==> config.mk <==
export PLATFORM = sky130hd
export DESIGN_NAME = control_panel_seq
export DESIGN_NICKNAME = d
export VERILOG_FILES = /design/src/rtl/control_panel_seq.sv
export SDC_FILE = /design/constraint.sdc
export NUM_CORES = 1
export LEC_CHECK = 0
export ABC_AREA = 0
export BUFFER_PORTS_ARGS = -buffer_cell sky130_fd_sc_hd__buf_2
export CAP_MARGIN = 15
export CORE_UTILIZATION = 35
export CTS_CLUSTER_SIZE = 16
export DETAILED_ROUTE_END_ITERATION = 16
export PLACE_DENSITY = 0.6
export SLEW_MARGIN = 25
export SYNTH_ARGS = -nofsm -noshare
export SYNTH_HDL_FRONTEND = slang
export SYNTH_SLANG_ARGS = --single-unit
==> constraint.sdc <==
create_clock -name clk -period 1.45 [get_ports clk]
set_input_delay 0.145 -clock clk [delete_from_list [all_inputs] [get_ports clk]]
set_output_delay 0.145 -clock clk [all_outputs]
set_load 0.1 [all_outputs]
==> src/rtl/control_panel_seq.sv <==
// Operator panel front end plus run/stop/halt sequencer for the EDSAC control unit.
// Multi-step mode (btn_multi, step_count, STEPPING, steps_left) is built only with CTRL_PANEL_MULTISTEP_EN.
module control_panel_seq #(
    parameter int DEBOUNCE_CYCLES = 4,
    parameter int STEP_W          = 8
) (
    input  logic              clk,
    input  logic              reset_neg,
    input  logic              btn_start,
    input  logic              btn_stop,
    input  logic              btn_resume,
    input  logic              btn_single,
    input  logic              btn_extended,
    input  logic              btn_multi,
    input  logic [STEP_W-1:0] step_count,
    input  logic              s2,
    input  logic              c22,
    input  logic              d18,
    input  logic              d35,
    input  logic              ep,
    input  logic              sep2,
    input  logic              starter_neg,
    output logic              start,
    output logic              single_ep,
    output logic              epsep,
    output logic              ep11,
    output logic              stop_neg,
    output logic              extended_pos,
    output logic              extended_neg,
    output logic              running,
    output logic [STEP_W-1:0] steps_left,
    // 0 STOPPED, 1 RUNNING, 2 HALTING, 3 STEPPING
    output logic [1:0]        state_dbg
);

    localparam int CW = $clog2(DEBOUNCE_CYCLES + 1);
    localparam int B_START  = 0;
    localparam int B_STOP   = 1;
    localparam int B_RESUME = 2;
    localparam int B_SINGLE = 3;
    localparam int B_EXT    = 4;

`ifdef CTRL_PANEL_MULTISTEP_EN
    localparam int NB      = 6;
    localparam int B_MULTI = 5;
    logic [NB-1:0] raw;
    assign raw = {btn_multi, btn_extended, btn_single, btn_resume, btn_stop, btn_start};
`else
    localparam int NB = 5;
    logic [NB-1:0] raw;
    logic          unused_multi;
    assign raw          = {btn_extended, btn_single, btn_resume, btn_stop, btn_start};
    assign unused_multi = ^{btn_multi, step_count};
`endif

    logic [NB-1:0] sync1_q, sync2_q, stable_q, stable_dly_q, pulse_q;
    logic [CW-1:0] cnt_q [NB];

    // Stable level flips only after DEBOUNCE_CYCLES consecutive samples that disagree with it.
    always_ff @(posedge clk) begin
        if (!reset_neg) begin
            sync1_q      <= '0;
            sync2_q      <= '0;
            stable_q     <= '0;
            stable_dly_q <= '0;
            pulse_q      <= '0;
            for (int b = 0; b < NB; b++) cnt_q[b] <= '0;
        end else begin
            sync1_q      <= raw;
            sync2_q      <= sync1_q;
            stable_dly_q <= stable_q;
            pulse_q      <= stable_q & ~stable_dly_q;
            for (int b = 0; b < NB; b++) begin
                if (sync2_q[b] == stable_q[b]) begin
                    cnt_q[b] <= '0;
                end else if (cnt_q[b] == CW'(DEBOUNCE_CYCLES - 1)) begin
                    stable_q[b] <= sync2_q[b];
                    cnt_q[b]    <= '0;
                end else begin
                    cnt_q[b] <= cnt_q[b] + CW'(1);
                end
            end
        end
    end

    typedef enum logic [1:0] {
        ST_STOPPED  = 2'd0,
        ST_RUNNING  = 2'd1,
        ST_HALTING  = 2'd2
`ifdef CTRL_PANEL_MULTISTEP_EN
        ,
        ST_STEPPING = 2'd3
`endif
    } state_t;

    state_t state_q, state_d;
    logic   armed_q, armed_d;
    logic   ep11_q, ep11_d;
    logic   ext_q, ext_d;
    logic   cause, start_c, single_c;
`ifdef CTRL_PANEL_MULTISTEP_EN
    logic [STEP_W-1:0] left_q, left_d;
`endif

    assign cause = pulse_q[B_STOP] | c22 | s2 | ~starter_neg;

    always_comb begin
        state_d  = state_q;
        armed_d  = armed_q;
        ep11_d   = 1'b0;
        ext_d    = ext_q ^ pulse_q[B_EXT];
        start_c  = 1'b0;
        single_c = 1'b0;
`ifdef CTRL_PANEL_MULTISTEP_EN
        left_d   = left_q;
`endif
        case (state_q)
            ST_STOPPED: begin
                // A halt cause in the same cycle suppresses every button action.
                if (!cause) begin
                    start_c  = pulse_q[B_START];
                    single_c = pulse_q[B_RESUME] | pulse_q[B_SINGLE];
                    if (pulse_q[B_START] || pulse_q[B_RESUME]) begin
                        state_d = ST_RUNNING;
                    end
`ifdef CTRL_PANEL_MULTISTEP_EN
                    else if (pulse_q[B_MULTI] && step_count != '0) begin
                        left_d  = step_count;
                        state_d = ST_STEPPING;
                    end
`endif
                end
            end
            ST_RUNNING: begin
                if (cause) state_d = ST_HALTING;
            end
`ifdef CTRL_PANEL_MULTISTEP_EN
            ST_STEPPING: begin
                if (cause) begin
                    left_d  = '0;
                    state_d = ST_HALTING;
                end else if (ep && left_q != '0) begin
                    left_d = left_q - STEP_W'(1);
                    if (left_q == STEP_W'(1)) state_d = ST_HALTING;
                end
            end
`endif
            ST_HALTING: begin
                // Arming uses the registered flag, so a coincident d18/d35 only arms.
                if (ep11_q) begin
                    state_d = ST_STOPPED;
                    armed_d = 1'b0;
                end else begin
                    if (d18) armed_d = 1'b1;
                    ep11_d = armed_q & d35;
                end
            end
            default: state_d = ST_STOPPED;
        endcase
    end

    always_ff @(posedge clk) begin
        if (!reset_neg) begin
            state_q <= ST_STOPPED;
            armed_q <= 1'b0;
            ep11_q  <= 1'b0;
            ext_q   <= 1'b0;
`ifdef CTRL_PANEL_MULTISTEP_EN
            left_q  <= '0;
`endif
        end else begin
            state_q <= state_d;
            armed_q <= armed_d;
            ep11_q  <= ep11_d;
            ext_q   <= ext_d;
`ifdef CTRL_PANEL_MULTISTEP_EN
            left_q  <= left_d;
`endif
        end
    end

    assign start        = start_c;
    assign single_ep    = single_c | sep2;
    assign epsep        = ep | single_ep;
    assign ep11         = ep11_q;
    assign stop_neg     = (state_q != ST_STOPPED);
    assign extended_pos = ext_q;
    assign extended_neg = ~ext_q;
    assign state_dbg    = state_q;
`ifdef CTRL_PANEL_MULTISTEP_EN
    assign running      = (state_q == ST_RUNNING) || (state_q == ST_STEPPING);
    assign steps_left   = left_q;
`else
    assign running      = (state_q == ST_RUNNING);
    assign steps_left   = '0;
`endif

endmodule

Word level (Yosys, flattened, before mapping)
Memory sizes are Yosys's and may differ from the RTL's.
Cells that the tools add are included.
{"block": "totals", "register_bits": 30, "mem_bits_rw": 15, "out_inout_bits": 18, "word_cells": 163, "mem_count": 1}
{"block": "op_classes", "addsub": 5, "n_eq_ne": 16, "mux": 82, "bitwise_logic": 34, "reduce_logical": 12}
{"memory": "cnt_q", "depth": 5, "width": 3, "read_ports": 5, "rd_clocked_by_memory_dff": 0, "write_ports": 5, "line": "57", "text": "logic [CW-1:0] cnt_q [NB];"}
{"operator": "2-to-1 mux 1 bit", "count": 62}
{"operator": "2-to-1 mux 3 bit", "count": 15}
{"operator": "OR 1 bit", "count": 21}
{"operator": "adder 3 x 1 -> 3 bit (second input constant)", "count": 5}
{"operator": "equality test 3 x 2 -> 1 bit (second input constant)", "count": 5}
{"operator": "AND reduction 2 bit", "count": 6}
{"operator": "NOT 1 bit", "count": 9}
{"operator": "2-to-1 mux 2 bit", "count": 4}
{"operator": "!= test 2 bit (second input constant)", "count": 3}
{"operator": "one-hot mux 2 bit (3 select lines)", "count": 1}
{"operator": "bitwise AND 5 bit", "count": 1}
{"operator": "equality test 1 bit", "count": 5}
{"operator": "NOT 5 bit", "count": 1}
{"operator": "AND reduction 4 bit", "count": 1}
{"operator": "nonzero test 2 bit", "count": 2}
{"operator": "OR reduction 3 bit", "count": 1}
{"operator": "equality test 2 x 1 -> 1 bit (second input constant)", "count": 1}
{"operator": "equality test 2 bit (second input constant)", "count": 1}
{"operator": "logical NOT 2 bit", "count": 1}
{"operator": "!= test 2 x 1 -> 1 bit (second input constant)", "count": 1}
{"operator": "bitwise AND 1 bit", "count": 1}
{"operator": "logical OR 1 bit", "count": 1}
{"operator": "bitwise XOR 1 bit", "count": 1}

Depth between registers and ports, before layout
An unclocked memory read counts as a cell.
{"block": "depth", "depth_word": 8, "depth_mapped": 4, "ltp_nobuf": 4}

Worst setup path before layout
OpenSTA, ideal clock, no wires.
{"block": "synth_timing", "path_kind": "register to output", "from": "register state_q[1], in the netlist state_dbg[1]", "to": "output port epsep", "arrival_time_ps": 4165, "t_required_ps": 1305, "setup_slack_ps": -2860, "stages_incl_launch_ff": 3, "cell_sequence": "dfxtp_1 or2_0 o31ai_1"}
{"block": "synth_via", "elab_chain_len": 4}
{"item": "start: declaration", "line": "96", "text": "state_t state_q, state_d;"}
{"item": "start signal: assignment", "line": "172", "text": "state_q <= state_d;"}
{"item": "logical NOT 2 bit", "line": "117", "text": "case (state_q)"}
{"item": "2-to-1 mux 1 bit", "line": "117"}
{"item": "OR 1 bit", "line": "183", "text": "assign single_ep = single_c | sep2;"}
{"item": "OR 1 bit", "line": "184", "text": "assign epsep = ep | single_ep;"}
{"item": "end: declaration", "line": "25", "text": "output logic epsep,"}
No other way between the ends.

Final worst setup path
{"block": "layout_timing", "from": "register pulse_q[1]", "to": "output port single_ep"}
{"block": "layout_via", "elab_chain_len": 6}
{"item": "start: declaration", "line": "56", "text": "logic [NB-1:0] sync1_q, sync2_q, stable_q, stable_dly_q, pulse_q;"}
{"item": "start signal: assignment", "line": "72", "text": "pulse_q <= stable_q & ~stable_dly_q;"}
{"item": "OR 1 bit (3 in a row)", "line": "105", "text": "assign cause = pulse_q[B_STOP] | c22 | s2 | ~starter_neg;"}
{"item": "2-to-1 mux 1 bit", "line": "120", "text": "if (!cause) begin"}
{"item": "2-to-1 mux 1 bit", "line": "117"}
{"item": "OR 1 bit", "line": "183"}
{"item": "end: declaration", "line": "24", "text": "output logic single_ep,"}
No other way between the ends.

==> reports/metrics.cfg <==
[setup_path]
critPathLaunchType=register
path_cells=or4b_4 > o31ai_4 > buf_12
cp_slowest_cell=or4b_4
crit_type=register to output pin
required_ns=1.31
crit_fanout=4
max_stage_delay_ns=0.55
arrival_ns=1.59
endpoint_kind=output pin

[logic_synthesis]
synth_seq_cells=45
synth_edf_count=15
synth_cell_types=26
ys_warn_count=0
ys_seq_area_share_pct=58.25
avgSynthCellArea_um2=12.03
synth.largest_area_cell=dfxtp_1
synth.area.top_cells=dfxtp_1 (33%), edfxtp_1 (25%), ha_1 (6.9%)
synth_ff_type=dfxtp_1
syn_inst=150
synth_area_um2=1804
synth-async-reset-ratio_pct=0
synth_top_area_share_pct=33.29

[cts]
numCtsBuffers=5
cts_root_buf=clkbuf_8
clock_sinks=45
clockBufferDepth=2
cts_tree=built
cts-htree-levels=2
cts_hold_buf=0
clk-insertion-delay-late_ns=0.29
clk_pin_slew_ns=0.08

[route]
drc=0
final_antenna_net_count=0
wl_met2_um=1309
maxUsedRoutingLayer=met4
wl_met1_um=1059
routedWlPerCell_um=9.624
dr.pass1.iters=2
num_vias=1109
via_per_inst=4.217
wl_met3_um=119
drt-total-wl_um=2531
first_iter_violations=18

[finish]
layout.nets=228
n_antenna_cell=0
drive_gt1_share_pct=29.08
nFillCells=441
finish.utilization_pct=47.85
area_delta_synth_final_pct=28.57
register_area_um2=1060
multi_input_area_um2=839.6

[flow_run]
cap_violations=0

[placement]
finalWeightedCongestion=0.6564
io_buffers=23
pre_cts_slack_ns=-0.01537
dp_hpwl_um=1837

[global_routing]
grt_pass1_vias=1034
grt_remaining_overflow=0
track_usage_pct=10.09
antenna_found_initial=0
grt_pass1_wl_um=4084
grt_max_degree=28

[sta]
period_share_pct=119.5
rsz0062_at_grt=true
finalCriticalPeriod_ns=1.733
finalHoldViolCount=0
finalSetupViolCount=3
skew_ns=0.004026
slew_viol_final=0
holdWs_ns=0.05910
fin_ws_ns=-0.2827
clock.fmax_mhz=577.1

[floorplan]
fp.dieW_um=73.80
ios=41
core_um2=4848
rows=25
initial_core_util_pct=37.21
die_area_um2=5446
fp.dieH_um=73.80

[worst_hold_path]
hold_path.class=input pin to register

[power]
pwr_density_cell_nw_per_um2=1017
vdd_drop_max_v=0.0006056
power.leakage_uw=0.0009723
power.total_uw=2360

[status]
violations=negative setup slack
outcome=finished, violations left

-- metrics by stage --
stage	area, um^2	std cells	setup TNS [ns]
floorplan	1941	171	-1.355
global placement	2143	252	0
detailed placement	2143	252	-0.03047
CTS	2235	260	-0.9182
global route	2320	263	-1.101
finish	2320	263	-0.7770
-- metal layers --
layer / up-vias / GRT usage [%]
li1: 564 / -
met1: 513 / 10.41
met5: - / 0
met3: 4 / 4.115
met4: 0 / 5.128
met2: 28 / 17.53
-- registers in the layout, summed over array words and instances (netlist names) --
register	count
ep11	1
pulse_q	5
state_dbg	2
sync1_q	5
cnt_q	15
sync2_q	5
armed_q	1
stable_q	5
stable_dly_q	5
extended_pos	1
-- cell usage in the layout (no fill, tap or decap), types with 6 or more instances in the layout --
cell type  netlist  layout
and2_1          16      16
buf_2            0      18
clkbuf_8         0       6
conb_1           2      23
dfxtp_1         30      27
edfxtp_1        15      15
ha_1            10      10
inv_1            8       8
nor2b_1         11      10
nor3_2           0       6
-- area by class of cell --
| cell class | count | area share, % |
|---|---|---|
| sequential | 45 | 45.69 |
| multi-input combinational | 107 | 36.19 |
| timing repair buffer | 28 | 9.277 |
| tap | 67 | 3.614 |
| clock buffer | 6 | 3.560 |
| inverter | 8 | 1.295 |
| clock inverter | 2 | 0.3776 |
-- repair_timing --
action	CTS	global route
buffers inserted	0	3
gates resized for setup	0	12
endpoints found under the setup margin	3	14
pin swaps	2	2
-- where the power goes --
| group | switching (uW) | total (uW) | internal, uW |
|---|---|---|---|
| clock | 378 | 755 | 377 |
| combinational | 184 | 260 | 76.6 |
| sequential | 13.0 | 1340 | 1330 |
| total | 575 | 2360 | 1790 |
-- cell usage after synthesis, types with 2 or more instances --
cell / n
dfxtp_1: 30
and2_1: 16
edfxtp_1: 15
nor3_1: 12
nor2b_1: 11
ha_1: 10
buf_4: 8
inv_1: 8
mux2i_1: 5
nand2b_1: 5
nor3b_1: 5
xnor2_1: 5
clkbuf_1: 3
conb_1: 2
nor2_1: 2
nor4bb_1: 2
o31ai_1: 2
-- logic make-up after synthesis --
group	share of synthesized area, %
buf+inv	5.617
other cells	0.4162
xor+xnor	2.913
flops	58.25
simple gates	21.22
mux	2.774
compound gates	1.872
fa+ha+maj	6.935
-- worst max-delay path, delay by kind of cell (launching register included) --
kind            cells  cell delay (ns)
simple gates        1             0.55
flops               1             0.31
compound gates      1             0.23
buf+inv             1             0.21
-- worst paths after layout --
check	to	slack (ns)	start	depth (start not counted)
setup / recovery	single_ep	-0.28	pulse_q[1]$_SDFF_PN0_	3
hold / removal	sync1_q[4]$_SDFF_PN0_	0.06	btn_extended	2
setup reg to reg	cnt_q[3][0]$_SDFFCE_PN0P_	0.05	cnt_q[3][0]$_SDFFCE_PN0P_	4
hold reg to reg	pulse_q[2]$_SDFF_PN0_	0.38	stable_dly_q[2]$_SDFF_PN0_	1
Power figures use the tool's default switching activity.
